$ cat src/rtl/midi_pkg.sv
// MIDI receive path shared definitions: baud constant, real-time threshold,
// channel status nibbles and the receiver FSM state type.
package midi_pkg;

   localparam int         MIDI_BAUD   = 31250;
   localparam logic [7:0] MIDI_RT_MIN = 8'hF8;

   // Status nibbles (upper four bits of a status byte)
   localparam logic [3:0] NOTE_OFF         = 4'h8;
   localparam logic [3:0] NOTE_ON          = 4'h9;
   localparam logic [3:0] POLY_PRESSURE    = 4'hA;
   localparam logic [3:0] CONTROL_CHANGE   = 4'hB;
   localparam logic [3:0] PROGRAM_CHANGE   = 4'hC;
   localparam logic [3:0] CHANNEL_PRESSURE = 4'hD;
   localparam logic [3:0] PITCH_BEND       = 4'hE;
   localparam logic [3:0] SYSTEM_MSG       = 4'hF;

   typedef enum logic [2:0] {
      IDLE  = 3'd0,
      START = 3'd1,
      DATA  = 3'd2,
      STOP  = 3'd3,
      BREAK = 3'd4
   } rx_state_t;

   // True for single-byte real-time messages (clock, start, stop, sensing, reset)
   function automatic logic is_realtime(input logic [7:0] b);
      return (b >= MIDI_RT_MIN);
   endfunction

endpackage

$ cat src/rtl/midi_byte_fifo.sv
// Circular byte FIFO with occupancy count. A push while full is dropped
// unless a pop happens in the same cycle. dout reads 8'h00 while empty.
module midi_byte_fifo
   import midi_pkg::*;
#(
   parameter int FIFO_DEPTH = 8
) (
   input  logic       clk,
   input  logic       rst,
   input  logic       push,
   input  logic [7:0] din,
   input  logic       pop,
   output logic [7:0] dout,
   output logic       empty,
   output logic       full
);

   localparam int PW = (FIFO_DEPTH > 2) ? $clog2(FIFO_DEPTH) : 1;
   localparam int CW = PW + 1;

   logic [7:0]    r_mem [FIFO_DEPTH];
   logic [PW-1:0] r_rd_ptr;
   logic [PW-1:0] r_wr_ptr;
   logic [CW-1:0] r_count;

   logic w_empty;
   logic w_full;
   logic w_do_pop;
   logic w_do_push;

   assign w_empty   = (r_count == {CW{1'b0}});
   assign w_full    = (r_count == CW'(FIFO_DEPTH));
   assign w_do_pop  = pop && !w_empty;
   assign w_do_push = push && (!w_full || w_do_pop);

   // Storage write; contents need no reset because reads are gated by count
   always_ff @(posedge clk) begin
      if (w_do_push) begin
         r_mem[r_wr_ptr] <= din;
      end
   end

   // Pointer and occupancy bookkeeping; pointers wrap naturally (power-of-two depth)
   always_ff @(posedge clk or negedge rst) begin
      if (!rst) begin
         r_rd_ptr <= {PW{1'b0}};
         r_wr_ptr <= {PW{1'b0}};
         r_count  <= {CW{1'b0}};
      end else begin
         if (w_do_push) begin
            r_wr_ptr <= r_wr_ptr + PW'(1);
         end
         if (w_do_pop) begin
            r_rd_ptr <= r_rd_ptr + PW'(1);
         end
         case ({w_do_push, w_do_pop})
            2'b10:   r_count <= r_count + CW'(1);
            2'b01:   r_count <= r_count - CW'(1);
            default: r_count <= r_count;
         endcase
      end
   end

   // Head byte presented to the consumer, forced to zero while empty
   always_comb begin
      dout = 8'h00;
      if (w_empty) begin
         dout = 8'h00;
      end else begin
         dout = r_mem[r_rd_ptr];
      end
   end

   assign empty = w_empty;
   assign full  = w_full;

endmodule

$ cat src/rtl/midi_uart_rx.sv
// MIDI 8N1 serial receiver: 2-flop synchronizer, bit-timing FSM with start
// glitch rejection and break handling, byte FIFO, sticky overflow flag.
// Optional build macro MIDI_REALTIME_FILTER_EN drops real-time bytes
// (8'hF8..8'hFF) at the push point so they never reach the decoder.
module midi_uart_rx
   import midi_pkg::*;
#(
   parameter int CLKS_PER_BIT = 1600,
   parameter int FIFO_DEPTH   = 8
) (
   input  logic       clk,
   input  logic       rst,
   input  logic       rx,
   output logic [7:0] message,
   output logic       dataValid,
   input  logic       read,
   output logic       frameErr,
   output logic       overflow
);

   localparam int            CW        = $clog2(CLKS_PER_BIT);
   localparam logic [CW-1:0] HALF_LAST = CW'(CLKS_PER_BIT / 2 - 1);
   localparam logic [CW-1:0] BIT_LAST  = CW'(CLKS_PER_BIT - 1);

   logic          r_sync1;
   logic          r_sync2;
   rx_state_t     r_state;
   logic [CW-1:0] r_cnt;
   logic [2:0]    r_idx;
   logic [7:0]    r_shift;
   logic          r_frame_err;
   logic          r_overflow;

   rx_state_t     w_state_nx;
   logic [CW-1:0] w_cnt_nx;
   logic [2:0]    w_idx_nx;
   logic [7:0]    w_shift_nx;
   logic          w_stop_ok;
   logic          w_stop_bad;
   logic          w_rxs;
   logic          w_push;
   logic          w_pop;
   logic          w_empty;
   logic          w_full;
   logic [7:0]    w_dout;

   assign w_rxs = r_sync2;

   // Two-flop synchronizer for the asynchronous serial line (idles high)
   always_ff @(posedge clk or negedge rst) begin
      if (!rst) begin
         r_sync1 <= 1'b1;
         r_sync2 <= 1'b1;
      end else begin
         r_sync1 <= rx;
         r_sync2 <= r_sync1;
      end
   end

   // Receiver state, bit-timing counter, bit index and shift register
   always_ff @(posedge clk or negedge rst) begin
      if (!rst) begin
         r_state <= IDLE;
         r_cnt   <= {CW{1'b0}};
         r_idx   <= 3'd0;
         r_shift <= 8'h00;
      end else begin
         r_state <= w_state_nx;
         r_cnt   <= w_cnt_nx;
         r_idx   <= w_idx_nx;
         r_shift <= w_shift_nx;
      end
   end

   // Next-state logic: mid-bit sampling, stop-bit validation, break wait
   always_comb begin
      w_state_nx = r_state;
      w_cnt_nx   = r_cnt;
      w_idx_nx   = r_idx;
      w_shift_nx = r_shift;
      w_stop_ok  = 1'b0;
      w_stop_bad = 1'b0;
      case (r_state)
         IDLE: begin
            w_cnt_nx = {CW{1'b0}};
            if (!w_rxs) begin
               w_state_nx = START;
            end else begin
               w_state_nx = IDLE;
            end
         end
         START: begin
            if (r_cnt == HALF_LAST) begin
               w_cnt_nx = {CW{1'b0}};
               if (!w_rxs) begin
                  w_state_nx = DATA;
                  w_idx_nx   = 3'd0;
               end else begin
                  // line went back high before mid-start: a glitch
                  w_state_nx = IDLE;
               end
            end else begin
               w_cnt_nx = r_cnt + CW'(1);
            end
         end
         DATA: begin
            if (r_cnt == BIT_LAST) begin
               w_cnt_nx   = {CW{1'b0}};
               w_shift_nx = {w_rxs, r_shift[7:1]};
               if (r_idx == 3'd7) begin
                  w_state_nx = STOP;
               end else begin
                  w_idx_nx = r_idx + 3'd1;
               end
            end else begin
               w_cnt_nx = r_cnt + CW'(1);
            end
         end
         STOP: begin
            if (r_cnt == BIT_LAST) begin
               w_cnt_nx = {CW{1'b0}};
               if (w_rxs) begin
                  w_stop_ok  = 1'b1;
                  w_state_nx = IDLE;
               end else begin
                  w_stop_bad = 1'b1;
                  w_state_nx = BREAK;
               end
            end else begin
               w_cnt_nx = r_cnt + CW'(1);
            end
         end
         BREAK: begin
            // hold here until the line idles so a long low gives one error
            w_cnt_nx = {CW{1'b0}};
            if (w_rxs) begin
               w_state_nx = IDLE;
            end else begin
               w_state_nx = BREAK;
            end
         end
         default: begin
            w_state_nx = IDLE;
            w_cnt_nx   = {CW{1'b0}};
         end
      endcase
   end

`ifdef MIDI_REALTIME_FILTER_EN
   assign w_push = w_stop_ok && !is_realtime(r_shift);
`else
   assign w_push = w_stop_ok;
`endif

   assign w_pop = read && !w_empty;

   midi_byte_fifo #(
      .FIFO_DEPTH(FIFO_DEPTH)
   ) u_fifo (
      .clk  (clk),
      .rst  (rst),
      .push (w_push),
      .din  (r_shift),
      .pop  (w_pop),
      .dout (w_dout),
      .empty(w_empty),
      .full (w_full)
   );

   // Framing-error pulse and sticky overflow (drop only when full with no pop)
   always_ff @(posedge clk or negedge rst) begin
      if (!rst) begin
         r_frame_err <= 1'b0;
         r_overflow  <= 1'b0;
      end else begin
         r_frame_err <= w_stop_bad;
         r_overflow  <= r_overflow | (w_push && w_full && !w_pop);
      end
   end

   assign message   = w_dout;
   assign dataValid = !w_empty;
   assign frameErr  = r_frame_err;
   assign overflow  = r_overflow;

endmodule

$ cat config.mk
export PLATFORM = sky130hd
export DESIGN_NAME = midi_uart_rx
export DESIGN_NICKNAME = d
export VERILOG_FILES = /design/src/rtl/midi_pkg.sv /design/src/rtl/midi_byte_fifo.sv /design/src/rtl/midi_uart_rx.sv
export SDC_FILE = /design/constraint.sdc
export NUM_CORES = 1
export LEC_CHECK = 0
export CORE_MARGIN = 2
export CORE_UTILIZATION = 55
export DETAILED_ROUTE_END_ITERATION = 16
export PLACE_DENSITY = 0.81
export SETUP_SLACK_MARGIN = 0.5
export SYNTH_ARGS = -nofsm -noshare
export SYNTH_HDL_FRONTEND = slang
export SYNTH_HIERARCHICAL = 1
export SYNTH_SLANG_ARGS = --single-unit
$ cat constraint.sdc
create_clock -name clk -period 3.2 [get_ports clk]
set_input_delay 0.96 -clock clk [delete_from_list [all_inputs] [get_ports clk]]
set_output_delay 0.96 -clock clk [all_outputs]
set_load 0.02 [all_outputs]
# Word-level counts from Yosys, hierarchy flattened
# Memory sizes are Yosys's and may differ from the RTL's.
# Cells that the tools add are included.
[totals] ramBits=64 n_memories=1 reg_bits=39 out_inout_bits=11 elab_cells=78 input_bits=4
[op_classes] eq_ne=16 mux=26 n_reduce_logical=17 addsub=6 bitwise=1
[mem_list] name="u_fifo.r_mem" words=8 width=8 rd=1 rd_clocked_by_memory_dff=0 write_ports=1 line="midi_byte_fifo.sv:21" text="logic [7:0] r_mem [FIFO_DEPTH];"
[op_table] op="$mux 3" n=9
[op_table] op="$mux 11" n=2
[op_table] op="$pmux 11 s2" n=1
[op_table] op="$pmux 3 s5" n=1
[op_table] op="$ne 2x2->1 const B" n=6
[op_table] op="$add 11x1->11 const B" n=1
[op_table] op="$eq 11x10->1 const B" n=1
[op_table] op="$eq 11x11->1 const B" n=1
[op_table] op="$add 3x1->3 const B" n=3
[op_table] op="$mux 1" n=9
[op_table] op="$mux 8" n=1
[op_table] op="$pmux 4 s2" n=1
[op_table] op="$eq 3x2->1 const B" n=2
[op_table] op="$eq 3x3->1 const B" n=2
[op_table] op="$pmux 3 s2" n=1
[op_table] op="$logic_and 1x1->1" n=5
[op_table] op="$reduce_and 5->1" n=1
[op_table] op="$add 4x1->4 const B" n=1
[op_table] op="$eq 4x4->1 const B" n=1
[op_table] op="$logic_not 4->1" n=1
[op_table] op="$reduce_and 4->1" n=1
[op_table] op="$reduce_bool 2->1" n=2
[op_table] op="$sub 4x1->4 const B" n=1
[op_table] op="$eq 3x1->1 const B" n=1
[op_table] op="other kinds (9)" n=11

# Longest topological paths before layout
# Gate-level depths: netlist of the first run.
[logic_depth] depth_word=8 ltp_mapped=14 mapped_depth_nobuf=13

# By module
# The synthesis of the first run kept the hierarchy.
[modules_own_cells] mod="midi_byte_fifo" cells_per_inst=166 area_per_inst_um2=3079.2 seq_area_each_um2=2172.1 n_inst=1
[modules_own_cells] mod="midi_uart_rx" cells_per_inst=125 area_per_inst_um2=1521.5 seq_area_each_um2=728.2 n_inst=1

# Least setup slack after synthesis of the first run
# OpenSTA, ideal clock, no wires.
[synth_timing] path_type="register to register" start="register r_cnt[0]" end="register u_fifo.r_count[3]" setup_time_ps=139 arrival_time_ps=2852 synth_period_minus_slack_ps=2991 n_path_buf=1 path_stages_with_launch=15 slack_ps=209 required_ps=3061 cell_sequence="dfrtp_1 ha_1 and4_1 and4_1 buf_6 nand3_4 nor2_1 inv_1 nand2b_1 inv_1 ha_1 a211oi_1 or3_1 o211ai_1 o221ai_1"
[synth_via] elab_chain_len=6 word_cells_on_any_way=8 classes_between="eq/ne: 3; mux: 3; reduce/logical: 2"
[synth_rtl] element="start: declaration" line="midi_uart_rx.sv:28" text="logic [CW-1:0] r_cnt;"
[synth_rtl] element="start signal: assignment" line="midi_uart_rx.sv:64" text="r_cnt <= {CW{1'b0}};"
[synth_rtl] element="start signal: assignment" line="midi_uart_rx.sv:69" text="r_cnt <= w_cnt_nx;"
[synth_rtl] element="$eq 11x11->1 *" line="midi_uart_rx.sv:120" text="if (r_cnt == BIT_LAST) begin"
[synth_rtl] element="$mux 1 *" line="midi_uart_rx.sv:120"
[synth_rtl] element="$mux 1 *" line="midi_uart_rx.sv:83" text="case (r_state)"
[synth_rtl] element="net w_push" line="midi_uart_rx.sv:41" text="logic w_push;"
[synth_rtl] element="$logic_and 1x1->1 *" line="midi_byte_fifo.sv:34" text="assign w_do_push = push && (!w_full || w_do_pop);"
[synth_rtl] element="$eq 2x1->1 / $eq 2x2->1 (equally long branches)" line="midi_byte_fifo.sv:56" text="case ({w_do_push, w_do_pop})"
[synth_rtl] element="$pmux 4 s2 / $reduce_bool 2->1 (equally long branches)"
[synth_rtl] element="end signal: assignment" line="midi_byte_fifo.sv:57" text="2'b10: r_count <= r_count + CW'(1);"
[synth_rtl] element="end signal: assignment" line="midi_byte_fifo.sv:58" text="2'b01: r_count <= r_count - CW'(1);"
[synth_rtl] element="end signal: assignment" line="midi_byte_fifo.sv:59" text="default: r_count <= r_count;"
[synth_rtl] element="end: declaration" line="midi_byte_fifo.sv:24" text="logic [CW-1:0] r_count;"
# Mark *: on every way through the listed nets, which the timed path passes. The rest lies on a longest branch.
# A chain may end at the register's enable or synchronous reset.

# Worst setup path after layout of the first run
[layout_timing] start="register u_fifo.r_rd_ptr[0]" end="output port message[1]"
[layout_via] elab_chain_len=2
[layout_rtl] element="start: declaration" line="midi_byte_fifo.sv:22" text="logic [PW-1:0] r_rd_ptr;"
[layout_rtl] element="start signal: assignment" line="midi_byte_fifo.sv:46" text="r_rd_ptr <= {PW{1'b0}};"
[layout_rtl] element="start signal: assignment" line="midi_byte_fifo.sv:54" text="r_rd_ptr <= r_rd_ptr + PW'(1);"
[layout_rtl] element="$mem_v2 8x8"
[layout_rtl] element="$mux 8" line="midi_byte_fifo.sv:67" text="if (w_empty) begin"
[layout_rtl] element="end: declaration" line="midi_uart_rx.sv:14" text="output logic [7:0] message,"
# Every way passes these cells.

==> impl_metrics.ini, run 1 <==
[outcome]
run_status = finished, final reports clean

[pwr]
pwr-share-seq_pct = 49.2
totalPowerFinal_mw = 3.13
powerDensity_nw_per_um2 = 580
power_frac_clock_pct = 24.4
p_int_mw = 2.22
combPwrFrac_pct = 26.4
ir_drop_uv = 285
swShare_pct = 29.1
p_sw_uw = 911
total_leakage_power_nw = 2.28

[place]
dp_hpwl_mm = 5.38
port-buffer-count = 14
routabilityCongestion = 0.771

[sta]
final_hold_viol_count = 0
slew_headroom_pct = 39.7
max_freq_mhz = 348
finalSetupTns_ns = 0
setup_viol = 0
period_share_pct = 89.8
worst_pin_slew_ns = 0.905
rsz0062_at_grt = true
maxSlewViolCount = 0
fin_worst_skew_ns = 0.0177
period_needed_ns = 2.87

[grt]
antenna_found_initial = 0
grt_max_degree = 40
grt_pass1_wl_mm = 13.7
grt_pass1_vias = 2633
grt_usage_pct = 20.6
overflow = 0

[drt]
routedWlPerCell_um = 18.9
drt-total-wl_mm = 8.48
viasPerCell = 5.71
route.detailed.drc = 0
wl_met3_um = 168
wl_met2_mm = 4.59
drtIter0Drc = 131
num_vias = 2557
highest_layer = met4
dr.pass1.iters = 4
wl_met1_mm = 3.63
ant_nets = 0

[yosys]
synth_fp_nets = 303
synth-edff-count = 64
ys.warnings.count = 6
synth.distinct_cells = 59
ys_seq_area_share_pct = 63.0
synth_seq_cells = 103
synth_async_sr_flop_share_pct = 37.9
yosysTopAreaCell = edfxtp_1
syn_inst = 291
ys.flop_type = edfxtp_1
syn_area_per_cell_um2 = 15.8
synth_top_area_share_pct = 41.8
synth_area_leaders = edfxtp_1 42%, dfrtp_1 20%, mux4_2 7.8%, mux2_4 2.9%, mux2i_1 2.4%
synth_area_um2 = 4600

[min_path]
min_from = r_sync1$_DFF_PN1_
worstHoldPathType = flop to flop

[floorplanning]
die_h_um = 95.5
initial_core_util_pct = 56.3
die_x_um = 95.5
io_pins = 15
rows = 33
fp.coreArea_um2 = 8180
die_area_um2 = 9110

[final_layout]
final_common_cell = edfxtp_1
antennaDiodeCount = 0
drive_gt1_share_pct = 35.6
layout.nets = 350
layout_common_cells = 64 x edfxtp_1, 34 x dfrtp_1, 27 x buf_4
synthToLayoutAreaGrowth_pct = 17.2
final_util_pct = 66.0

[worst_setup_path]
crit_start = u_fifo/r_rd_ptr[0]$_DFFE_PN0N_
critPathTopFamily = multiplexers
crit_slowest_cell = mux4_2
crit_buf_inv = 3
cp.arrival_ns = 1.91
crit_end = message[1]
reg2reg_depth = 12
reg2reg_slack_ns = 0.56
r2r-end = u_fifo/r_count[3]$_DFFE_PN0P_
cp-end-kind = output pin
cp.depth = 6
crit_type = flop to output pin
r2r_start = u_fifo/r_count[1]$_DFFE_PN0P_
cp-start-kind = flop
max_stage_delay_ns = 0.49
path_cells = buf_12, buf_12, mux4_2, mux2i_1, nor2_1, buf_2
crit_required_ns = 2.24
crit_path_frequent_cell = buf_12
path_max_fanout = 8

[clock_network]
clkTransAtPathRegs_ns = 0.11
insertion_delay_ns = 0.37
htree_levels = 3
clock_path_buffers = 2
cts_tree = built
clock_sinks = 103
cts_hold_buf = 0
cts_inserted_buffers = 9
clockRootBuffer = clkbuf_8

[flow_run]
cap_violations = 0
power groups by stage:
stage	sequential [mW]	combinational, mW	clock [mW]
after global placement	1.55	0.565	0
after global routing	1.55	0.883	0.824
after CTS	1.53	0.780	0.777
after detailed placement	1.55	0.591	0
final	1.54	0.826	0.763
after floorplan	1.51	0.464	0
sequential cells by signal, summed over array words and instances (netlist names):
signal and count:
r_sync2 1, u_fifo/r_mem 64, u_fifo/r_count 4, r_sync1 1, u_fifo/r_wr_ptr 3, r_idx 3, u_fifo/r_rd_ptr 3, overflow 1
r_cnt 11, r_shift 8, frameErr 1, r_state 3
cell usage after synthesis (2+ instances only):
library cell  instances
a211o_1               2
buf_4                 2
o41ai_2               2
nand2b_1              5
inv_1                11
and3_1                2
a211oi_1              2
mux4_2               16
and4_1                2
buf_6                 3
or3b_1                2
edfxtp_1             64
xnor2_1              11
o2bb2ai_1             2
ha_1                  7
a21oi_1               3
nor3_1                2
nor2_1               27
and2_1                8
or3_1                 2
nor2b_1               6
nand2_1               7
buf_2                 2
mux2_4                9
xor2_1                6
mux2i_1              11
dfstp_2               2
dfrtp_1              37
clkbuf_1              2
nand4_1               5
worst reg2reg max path, delay by kind of cell, from the launching register on:
family,cells,cell delay [ns]
AOI/OAI and AO/OA,4,0.50
adders and majority gates,1,0.25
buffers and inverters,2,0.20
DFF,1,0.42
and+or+nand+nor,5,1.14
cell type report:
type | count | area [µm²]
Sequential cell | 103 | 2900
Tap cell | 105 | 131
Inverter | 11 | 43.8
Timing Repair Buffer | 47 | 442
Clock inverter | 7 | 61.3
Multi-Input combinational cell | 166 | 1690
Fill cell | 554 | 2780
Clock buffer | 9 | 124
per-stage QoR:
stage / instance area [µm²] / instances / hold WS [ns] / setup slack, ns
final: 5390 / 448 / 0.361 / 0.326
after global routing: 5390 / 448 / 0.365 / 0.227
after CTS: 5330 / 445 / 0.361 / 0.311
after detailed placement: 4920 / 411 / 0.348 / 0.0179
after global placement: 4920 / 411 / 0.347 / 0.0976
after floorplan: 4620 / 291 / 0.345 / 0.443
layer usage:
layer  track usage, %  up-vias
met3             3.08        9
met4             6.55        0
met2             37.1       32
li1                 -     1188
met5                0        -
met1             25.8     1328
kinds of logic (layout without fill, tap and decap cells):
group / Yosys count / count (layout) / synth area share [%]
compound gates: 24 / 24 / 4.81
xor+xnor: 17 / 17 / 3.24
fa+ha+maj: 8 / 8 / 2.34
buf+inv: 22 / 74 / 2.53
flops: 103 / 103 / 63.0
mux: 38 / 38 / 13.7
simple gates: 79 / 79 / 10.4
worst min path at each step:
stage,depth (start not counted),end
6_report,0,r_sync2$_DFF_PN1_
5_1_grt,0,r_sync2$_DFF_PN1_
4_1_cts,0,r_sync2$_DFF_PN1_
3_5_place_dp,0,r_sync2$_DFF_PN1_
3_3_place_gp,0,r_sync2$_DFF_PN1_
2_1_floorplan,0,r_sync2$_DFF_PN1_
repair_timing:
action                     4_1_cts  5_1_grt
pin swaps                        7        5
setup endpoints to repair       50       50
setup buffers                   17        3
gates resized for setup         50       13
cloned                           1        0
Note: power is estimated with default switching activity, not from simulation.
==> inputs of run 2 (changes only) <==
ABC_CLOCK_PERIOD_IN_PS = 3200   (was not set)
CTS_CLUSTER_SIZE = 16   (was not set)
==> results of run 2 <==
The final DEF is identical to that of run 1; final timing and power are the same.
==> inputs of run 3 (changes only) <==
CORE_UTILIZATION = 23   (was 55)
PLACE_DENSITY = 0.43   (was 0.81)
SYNTH_HIERARCHICAL = not set   (was 1)
==> run 3 against run 2 <==
Net effect: worst hold slack barely moved; worst setup slack improved by 0.0044 ns; synthesized area fell by 4.7%; synthesized cell count fell by 6.5%; sequential share of layout area rose by 0.50 points; count of clock-buffer cells in the layout did not move; routed wire length rose by 2.2%; clock skew fell by 0.0014 ns; register-to-register slack improved by 0.12 ns.
==> impl_metrics.ini, run 3 <==
[sta]
max_freq_mhz = 349
period_needed_ns = 2.87
final_hold_viol_count = 0
setup_viol = 0
slew_headroom_pct = 37.3
maxSlewViolCount = 0
worst_pin_slew_ns = 0.940
period_share_pct = 89.7
fin_worst_skew_ns = 0.0163
rsz0062_at_grt = true
finalSetupTns_ns = 0

[clock_network]
insertion_delay_ns = 0.36
clockRootBuffer = clkbuf_16
cts_hold_buf = 0
cts_inserted_buffers = 9
cts_tree = built
htree_levels = 3
clock_sinks = 103
clock_path_buffers = 2
clkTransAtPathRegs_ns = 0.08

[floorplanning]
io_pins = 15
rows = 50
die_x_um = 142
die_area_um2 = 20200
initial_core_util_pct = 23.4
die_h_um = 142
fp.coreArea_um2 = 18700

[worst_setup_path]
critPathTopFamily = multiplexers
reg2reg_slack_ns = 0.68
cp.arrival_ns = 1.91
path_cells = buf_12, buf_16, mux4_2, mux2i_1, nor2_1, buf_2
cp-start-kind = flop
path_max_fanout = 5
reg2reg_depth = 8
crit_slowest_cell = mux4_2
crit_type = flop to output pin
crit_buf_inv = 3
crit_required_ns = 2.24
r2r_start = r_state[2]$_DFFE_PN0P_
max_stage_delay_ns = 0.49
crit_start = u_fifo.r_rd_ptr[0]$_DFFE_PN0P_
cp-end-kind = output pin
r2r-end = u_fifo.r_count[3]$_DFFE_PN0P_

[place]
routabilityCongestion = 0.711
port-buffer-count = 14
dp_cells = 532
dp_hpwl_mm = 5.71

[final_layout]
largest_reg_flops = 64
largestRegisters = u_fifo.r_mem (64), r_cnt (11), r_shift (8)
drive_gt1_share_pct = 30.7
layout.nets = 329
antennaDiodeCount = 0
final_common_cell = edfxtp_1
layout_common_cells = 64 x edfxtp_1, 34 x dfrtp_1, 28 x nor2_1
regMostFlops = u_fifo.r_mem
synthToLayoutAreaGrowth_pct = 21.9
final_cells = 556

[flow_run]
cap_violations = 0

[yosys]
syn_area_per_cell_um2 = 16.1
ys.flop_type = edfxtp_1
synth_seq_cells = 103
synth_area_um2 = 4380
synth.distinct_cells = 44
synth_area_leaders = edfxtp_1 44%, dfrtp_1 21%, mux4_2 8.2%, mux2_2 3.1%, nor2_1 2.4%
synth-edff-count = 64
ys_seq_area_share_pct = 66.2
ys_top_cells_by_count = 64 x edfxtp_1, 37 x dfrtp_1, 28 x nor2_1
synth_async_sr_flop_share_pct = 37.9
synth_top_area_share_pct = 43.8
yosysTopAreaCell = edfxtp_1
ys.warnings.count = 0
synth_fp_nets = 284
synth.most_common_cell = edfxtp_1
syn_inst = 272

[grt]
antenna_found_initial = 0
grt_max_degree = 40
overflow = 0
globalRouteMet3Util_pct = 2.83
grt_pass1_wl_mm = 14.2
use_met2_pct = 15.2
busiest_layer = met2
grtUsageMet1_pct = 12.2
grt_usage_pct = 9.45
grt_pass1_vias = 2420

[pwr]
power_frac_clock_pct = 43.9
combPwrFrac_pct = 0.6
p_int_mw = 1.96
ir_drop_uv = 261
total_leakage_power_nw = 2.16
pwr-share-seq_pct = 55.5
powerDensity_nw_per_um2 = 473
swShare_pct = 22.4
p_sw_uw = 566

[min_path]
holdPathStages = 0
hold-path-endpoint = r_sync2$_DFF_PN1_
worstHoldPathType = flop to flop
min_from = r_sync1$_DFF_PN1_

[drt]
ant_nets = 0
num_vias = 2379
drt-total-wl_mm = 8.67
drtIter0Drc = 108
dr.pass1.iters = 4
routedWlPerCell_um = 15.6
route.detailed.drc = 0
viasPerCell = 4.28

[outcome]
run_status = finished, final reports clean
[run 3: worst reg2reg max path, delay by kind of cell (launching register included)]
kind | cells | cell delay (ns)
xor+xnor | 1 | 0.17
compound gates | 2 | 0.40
fa+ha+maj | 1 | 0.27
simple gates | 4 | 1.18
flops | 1 | 0.44
[run 3: cell type report]
class	instances	area, µm²
Fill cell	1871	13400
Sequential cell	103	2900
Multi-Input combinational cell	157	1440
Timing Repair Buffer	42	385
Tap cell	234	293
Clock buffer	9	225
Clock inverter	7	76.3
Inverter	4	15.0
[run 3: cells by family (layout without fill, tap and decap cells)]
family                   after synthesis  in the layout  share of synthesized area [%]
XOR/XNOR                              18             18                           3.60
buffers and inverters                 12             62                           1.26
flip-flops                           103            103                           66.2
AND/OR/NAND/NOR                       77             77                           10.7
AO/OA/AOI/OAI                         18             18                           2.85
multiplexers                          36             36                           13.1
adder cells (fa/ha/maj)                8              8                           2.28
[run 3: worst max path at each step]
stage | to | cells past startpoint
finish | message[5] | 6
global route | message[6] | 6
CTS | message[7] | 5
detailed placement | u_fifo.r_count[2]$_DFFE_PN0P_ | 10
global placement | u_fifo.r_count[2]$_DFFE_PN0P_ | 10
floorplan | u_fifo.r_count[2]$_DFFE_PN0P_ | 12
[run 3: per-stage QoR]
stage          hold WS [ns]  setup WS [ns]  power (mW)  util, %  cell area, µm²
3_5_place_dp          0.352          0.184        1.45     26.4            4950
5_1_grt               0.364          0.215        2.63     28.6            5340
2_1_floorplan         0.345          0.553        1.43        -            4380
4_1_cts               0.363          0.293        2.58     28.2            5270
3_3_place_gp          0.348          0.186        1.45     26.4            4950
6_report              0.361          0.331        2.53     28.6            5340
[run 3: timing repair]
action / in CTS / in global routing
endpoints found under the setup margin: 10 / 11
buffers inserted: 2 / 5
gates resized for setup: 38 / 6
hold endpoints to repair: 0 / 0
cloned: 1 / 0
pin swaps: 1 / 5
[run 3: metal layers]
layer | up-vias | part of all wire (%)
li1 | 1125 | -
met1 | 1216 | 46
met2 | 29 | 49
met3 | 9 | 3.2
met4 | 0 | 1.3
met5 | - | 0
[run 3: power groups by stage]
stage               clock [mW]  combinational [mW]  sequential (mW)
finish                    1.11              0.0155             1.40
global route              1.21              0.0187             1.40
CTS                       1.16              0.0170             1.40
detailed placement           0              0.0169             1.43
global placement             0              0.0168             1.43
floorplan                    0             0.00201             1.43
